**src/rtl/axis_st_sync_fifo.sv**
```systemverilog
// axis_st_sync_fifo: synchronous AXI4-Stream FIFO with a show-ahead output.
//
// Beats (tdata/tkeep/tlast) are buffered between the s_* slave port and the
// m_* master port. Both s_tready and m_tvalid are registered, so nothing
// combinational runs from m_tready to s_tready. The head of the FIFO is
// always presented on m_tdata/m_tkeep/m_tlast, and level reports the number
// of stored beats.
//
// Optional build macro AXIS_ST_FIFO_PKT_MODE_EN selects store-and-forward
// operation. In that mode a beat is only offered downstream when a complete
// packet is stored, or when the FIFO is full (so oversize packets cannot
// deadlock). Without the macro the FIFO is pure cut-through.
module axis_st_sync_fifo #(
    parameter int DATA_WIDTH = 32,
    parameter int DEPTH      = 8,
    parameter int KEEP_WIDTH = DATA_WIDTH / 8
) (
    input  logic                         clk,
    input  logic                         reset,
    input  logic                         s_tvalid,
    output logic                         s_tready,
    input  logic [DATA_WIDTH-1:0]        s_tdata,
    input  logic [KEEP_WIDTH-1:0]        s_tkeep,
    input  logic                         s_tlast,
    output logic                         m_tvalid,
    input  logic                         m_tready,
    output logic [DATA_WIDTH-1:0]        m_tdata,
    output logic [KEEP_WIDTH-1:0]        m_tkeep,
    output logic                         m_tlast,
    output logic [$clog2(DEPTH+1)-1:0]   level
);

    localparam int PTR_W  = $clog2(DEPTH);
    localparam int LVL_W  = $clog2(DEPTH + 1);
    localparam int BEAT_W = DATA_WIDTH + KEEP_WIDTH + 1;

    localparam logic [LVL_W-1:0] LVL_FULL = LVL_W'(DEPTH);
    localparam logic [PTR_W-1:0] PTR_LAST = PTR_W'(DEPTH - 1);

    // Storage: {tlast, tkeep, tdata} per entry, never cleared by reset.
    logic [BEAT_W-1:0] mem_q [DEPTH];

    logic [PTR_W-1:0]  wr_ptr_q, wr_ptr_d;
    logic [PTR_W-1:0]  rd_ptr_q, rd_ptr_d;
    logic [LVL_W-1:0]  level_q, level_d;
    logic              s_tready_q, s_tready_d;
    logic              m_tvalid_q, m_tvalid_d;
    logic              push, pop;
    logic              release_ok;
    logic [BEAT_W-1:0] head;

    assign push = s_tvalid && s_tready_q;
    assign pop  = m_tvalid_q && m_tready;

    // Pointer advance with explicit wrap, and occupancy bookkeeping.
    always_comb begin
        wr_ptr_d = wr_ptr_q;
        rd_ptr_d = rd_ptr_q;
        level_d  = level_q;
        if (push) begin
            wr_ptr_d = (wr_ptr_q == PTR_LAST) ? '0 : wr_ptr_q + PTR_W'(1);
        end
        if (pop) begin
            rd_ptr_d = (rd_ptr_q == PTR_LAST) ? '0 : rd_ptr_q + PTR_W'(1);
        end
        case ({push, pop})
            2'b10:   level_d = level_q + LVL_W'(1);
            2'b01:   level_d = level_q - LVL_W'(1);
            default: level_d = level_q;
        endcase
    end

`ifdef AXIS_ST_FIFO_PKT_MODE_EN
    logic [LVL_W-1:0] pkt_cnt_q, pkt_cnt_d;
    logic             push_last, pop_last;

    assign push_last = push && s_tlast;
    assign pop_last  = pop && m_tlast;

    // Count complete packets held in storage.
    always_comb begin
        pkt_cnt_d = pkt_cnt_q;
        case ({push_last, pop_last})
            2'b10:   pkt_cnt_d = pkt_cnt_q + LVL_W'(1);
            2'b01:   pkt_cnt_d = pkt_cnt_q - LVL_W'(1);
            default: pkt_cnt_d = pkt_cnt_q;
        endcase
    end

    // Packet counter register.
    always_ff @(posedge clk or posedge reset) begin
        if (reset) begin
            pkt_cnt_q <= '0;
        end else begin
            pkt_cnt_q <= pkt_cnt_d;
        end
    end

    // Without a pop neither level nor pkt_cnt can fall, so once released a
    // beat stays valid until it leaves; no separate hold term is needed.
    assign release_ok = (pkt_cnt_d != '0) || (level_d == LVL_FULL);
`else
    assign release_ok = 1'b1;
`endif

    // Registered handshake flags derived from the next occupancy.
    always_comb begin
        s_tready_d = (level_d != LVL_FULL);
        m_tvalid_d = (level_d != '0) && release_ok;
    end

    // Control state with asynchronous reset.
    always_ff @(posedge clk or posedge reset) begin
        if (reset) begin
            wr_ptr_q   <= '0;
            rd_ptr_q   <= '0;
            level_q    <= '0;
            s_tready_q <= 1'b0;
            m_tvalid_q <= 1'b0;
        end else begin
            wr_ptr_q   <= wr_ptr_d;
            rd_ptr_q   <= rd_ptr_d;
            level_q    <= level_d;
            s_tready_q <= s_tready_d;
            m_tvalid_q <= m_tvalid_d;
        end
    end

    // Beat storage write; push is impossible while in reset.
    always_ff @(posedge clk) begin
        if (push) begin
            mem_q[wr_ptr_q] <= {s_tlast, s_tkeep, s_tdata};
        end
    end

    assign head     = mem_q[rd_ptr_q];
    assign m_tdata  = head[DATA_WIDTH-1:0];
    assign m_tkeep  = head[DATA_WIDTH +: KEEP_WIDTH];
    assign m_tlast  = head[BEAT_W-1];
    assign s_tready = s_tready_q;
    assign m_tvalid = m_tvalid_q;
    assign level    = level_q;

endmodule
```
**config.mk**
```make
export PLATFORM = sky130hd
export DESIGN_NAME = axis_st_sync_fifo
export DESIGN_NICKNAME = d
export VERILOG_FILES = /design/src/rtl/axis_st_sync_fifo.sv
export SDC_FILE = /design/constraint.sdc
export NUM_CORES = 1
export LEC_CHECK = 0
export CAP_MARGIN = 20
export CORE_MARGIN = 5
export CORE_UTILIZATION = 51
export DETAILED_ROUTE_END_ITERATION = 6
export MAX_ROUTING_LAYER = met4
export PLACE_DENSITY = 0.67
export SLEW_MARGIN = 10
export SYNTH_ARGS = -nofsm -noshare
export SYNTH_HDL_FRONTEND = slang
export SYNTH_SLANG_ARGS = --single-unit
```
**constraint.sdc**
```tcl
create_clock -name clk -period 10.6 [get_ports clk]
set_input_delay 3.18 -clock clk [delete_from_list [all_inputs] [get_ports clk]]
set_output_delay 3.18 -clock clk [all_outputs]
set_load 0.02 [all_outputs]
```
==> results.py <==
metrics = {
    "setup_path": {
        "required_ns": 7.42,
        "max_stage_delay_ns": 0.99,
        "critical-path-slowest-cell": "dfrtp_4",
        "startpoint_type": "register",
        "critPathMaxFanout": 43,
        "crit_type": "register to output pin",
        "path_cells": "buf_4 > mux4_2 > mux2_2 > clkdlybuf4s50_1",
        "arrival_ns": 3.75,
        "critPathCaptureType": "output pin",
    },
    "floorplan": {
        "ios": 84,
        "die_h_microns": 162,
        "rows": 55,
        "dieArea_sq_um": 26300,
        "die_w_microns": 162,
        "start_util_pct": 52.1,
        "core_sq_um": 22700,
    },
    "hold_path": {
        "hold_path.class": "register to register",
    },
    "clock_network": {
        "post_cts_buffers": 0,
        "clock-sinks": 308,
        "cts_buffer_depth": 3,
        "htreeDepth": 1,
        "cts-resized-gates": 0,
        "insertion_delay_ns": 0.54,
        "cts_tree": "yes",
        "cts_buffers": 30,
        "hold_buffers": 0,
        "root_buffer": "clkbuf_16",
        "path_clk_slew_ns": 0.06,
    },
    "routing": {
        "wirelength_microns": 22100,
        "dr.pass1.iters": 4,
        "viasPerCell": 5.74,
        "num_vias": 5272,
        "wl_per_cell_microns": 24.0,
        "first_iter_violations": 299,
        "ant_nets": 0,
        "drc": 0,
    },
    "sta": {
        "max_freq_mhz": 144,
        "slew_headroom_pct": 43.0,
        "slew_violations": 0,
        "finalSetupViolCount": 0,
        "min_period_ns": 6.93,
        "finalCritPeriodShare_pct": 65.3,
        "skew_ns": 0.0129,
        "grt_setup_unrepaired": "false",
        "worst_pin_slew_ns": 0.856,
        "hold_viol": 0,
        "fin_tns_setup_ns": 0,
    },
    "placed_design": {
        "dp_hpwl_microns": 12300,
        "dp_cells": 862,
        "gp_congestion": 0.735,
        "portBuffers": 83,
    },
    "synthesis": {
        "synth_top_cell_area_share_pct": 75.1,
        "yosysTopAreaCell": "edfxtp_1",
        "ys_seq_area_share_pct": 77.7,
        "synth_most_common_cell": "edfxtp_1",
        "synthTopCellsByArea": "edfxtp_1, mux4_2, mux2_2, dfrtp_1, buf_6",
        "async_flop_share_pct": 3.90,
        "synth_seq_cells": 308,
        "synth_common_cells": "edfxtp_1, mux4_2, mux2_2",
        "yosys.area_share.simple_pct": 1.67,
        "synth_warnings": 0,
        "synth.distinct_cells": 32,
        "synth_fa_ha_area_share_pct": 0.635,
        "synth_area_per_cell_sq_um": 23.5,
        "ys.flop_type": "edfxtp_1",
        "syn_inst": 504,
        "synth_compound_area_share_pct": 0.434,
        "synth_top_family_by_area": "multiplexers",
        "synthesis.area_sq_um": 11800,
        "synth_xor_area_share_pct": 0.296,
        "synth_edf_count": 296,
        "synth_nets": 551,
        "synthMuxAreaShare_pct": 17.9,
    },
    "final_layout": {
        "fin_cells": 919,
        "drive_gt1_share_pct": 29.8,
        "seq_area_sq_um": 9200,
        "fill_cells": 1555,
        "area_growth_pct": 18.8,
        "nets": 657,
        "diodes": 0,
        "multi_input_comb_area_sq_um": 2520,
    },
    "global_routing": {
        "antenna_found_initial": 0,
        "grt_pass1_vias": 5796,
        "grt_max_degree": 77,
        "grt_usage_pct": 17.5,
        "grt_overflow_total": 0,
        "grt_pass1_wl_microns": 34100,
    },
    "power": {
        "ir_drop_v": 0.000205,
        "pwr-share-clk_pct": 26.0,
        "combPwrFrac_pct": 32.4,
        "power.leakage_nw": 4.53,
        "switching_share_pct": 29.5,
        "internal_power_w": 0.00286,
        "seqPwrFrac_pct": 41.6,
        "powerDensity_nw_per_um2": 288,
        "p_sw_w": 0.00119,
    },
    "status": {
        "status": "finished clean",
    },
    "run": {
        "drv_cap": 0,
    },
}
worst max-delay path: cells and delay by family, from the launching register on:
kind                   cells  cell delay [ns]
multiplexers               2             0.88
flip-flops                 1             0.99
buffers and inverters      2             1.29
power groups by stage:
stage | Sequential, W | Clock [W] | Combinational, W
finish | 0.00169 | 0.00105 | 0.00131
global route | 0.00171 | 0.00113 | 0.00140
CTS | 0.00173 | 0.00108 | 0.00131
detailed placement | 0.00175 | 0 | 0.00130
global placement | 0.00174 | 0 | 0.00128
floorplan | 0.00163 | 0 | 0.000922
path summary, 6_finish.rpt:
path / slack (ns) / endpoint / cells after the start / startpoint
worst max-delay path: 3.67 / m_tdata[2] / 4 / rd_ptr_q[0]
worst min-delay path: 0.51 / level[3] / 1 / level[3]
worst max register to register: 8.26 / m_tvalid / 8 / s_tready
worst min register to register: 0.51 / level[3] / 1 / level[3]
max in group asynchronous: 7.30 / rd_ptr_q[0] / 2 / reset
min in group asynchronous: 2.94 / level[3] / 2 / reset
flip-flops by register name, summed over array words and instances, names as in the netlist:
| signal | cells |
|---|---|
| mem_q | 296 |
| level | 4 |
| rd_ptr_q | 3 |
| wr_ptr_q | 3 |
| m_tvalid | 1 |
| s_tready | 1 |
layout make-up:
| type | count | area share (%) |
|---|---|---|
| Timing Repair Buffer | 99 | 6.91 |
| Clock buffer | 34 | 5.60 |
| Inverter | 3 | 0.0801 |
| Tap cell | 285 | 2.54 |
| Sequential cell | 308 | 65.4 |
| Multi-Input combinational cell | 168 | 18.0 |
| Clock inverter | 22 | 1.47 |
cell families after synthesis:
family	count (synthesis)
compound gates	8
mux	114
fa+ha+maj	6
buf+inv	28
flops	308
simple gates	36
xor+xnor	4
per-stage QoR:
stage / utilization (%) / hold WS, ns / cell area [sq um] / setup WS [ns] / power (W)
finish: 61.9 / 0.515 / 14100 / 3.67 / 0.00405
global route: 61.9 / 0.546 / 14100 / 3.33 / 0.00425
CTS: 61.8 / 0.523 / 14000 / 3.51 / 0.00411
detailed placement: 57.4 / 0.507 / 13000 / 4.12 / 0.00305
global placement: 57.4 / 0.498 / 13000 / 4.15 / 0.00302
floorplan: - / 0.537 / 11800 / 2.97 / 0.00255
metal layers:
metal  routed length (microns)  vias to the layer above  track usage [%]
li1                          -                     2342                -
met1                      9150                     2785             23.0
met2                     11600                      114             29.2
met3                       957                       31             2.82
met4                       376                        0             4.00
met5                         0                        -                -
cell usage in the layout (no fill, tap or decap), drive strengths merged, types with 2 or more instances in the layout:
cell type / count
edfxtp: 296
clkdlybuf4s50: 83
mux4: 74
mux2: 40
clkbuf: 34
buf: 16
clkinv: 16
dfrtp: 12
nand2: 10
nor3: 8
ha: 6
bufinv: 4
nor2: 4
xor2: 3
inv: 3
a21oi: 2
nor4b: 2
nor3b: 2
or3b: 2
nand2b: 2
clkinvlp: 2
a21o: 2
nor4: 2
Power figures use the tool's default switching activity.
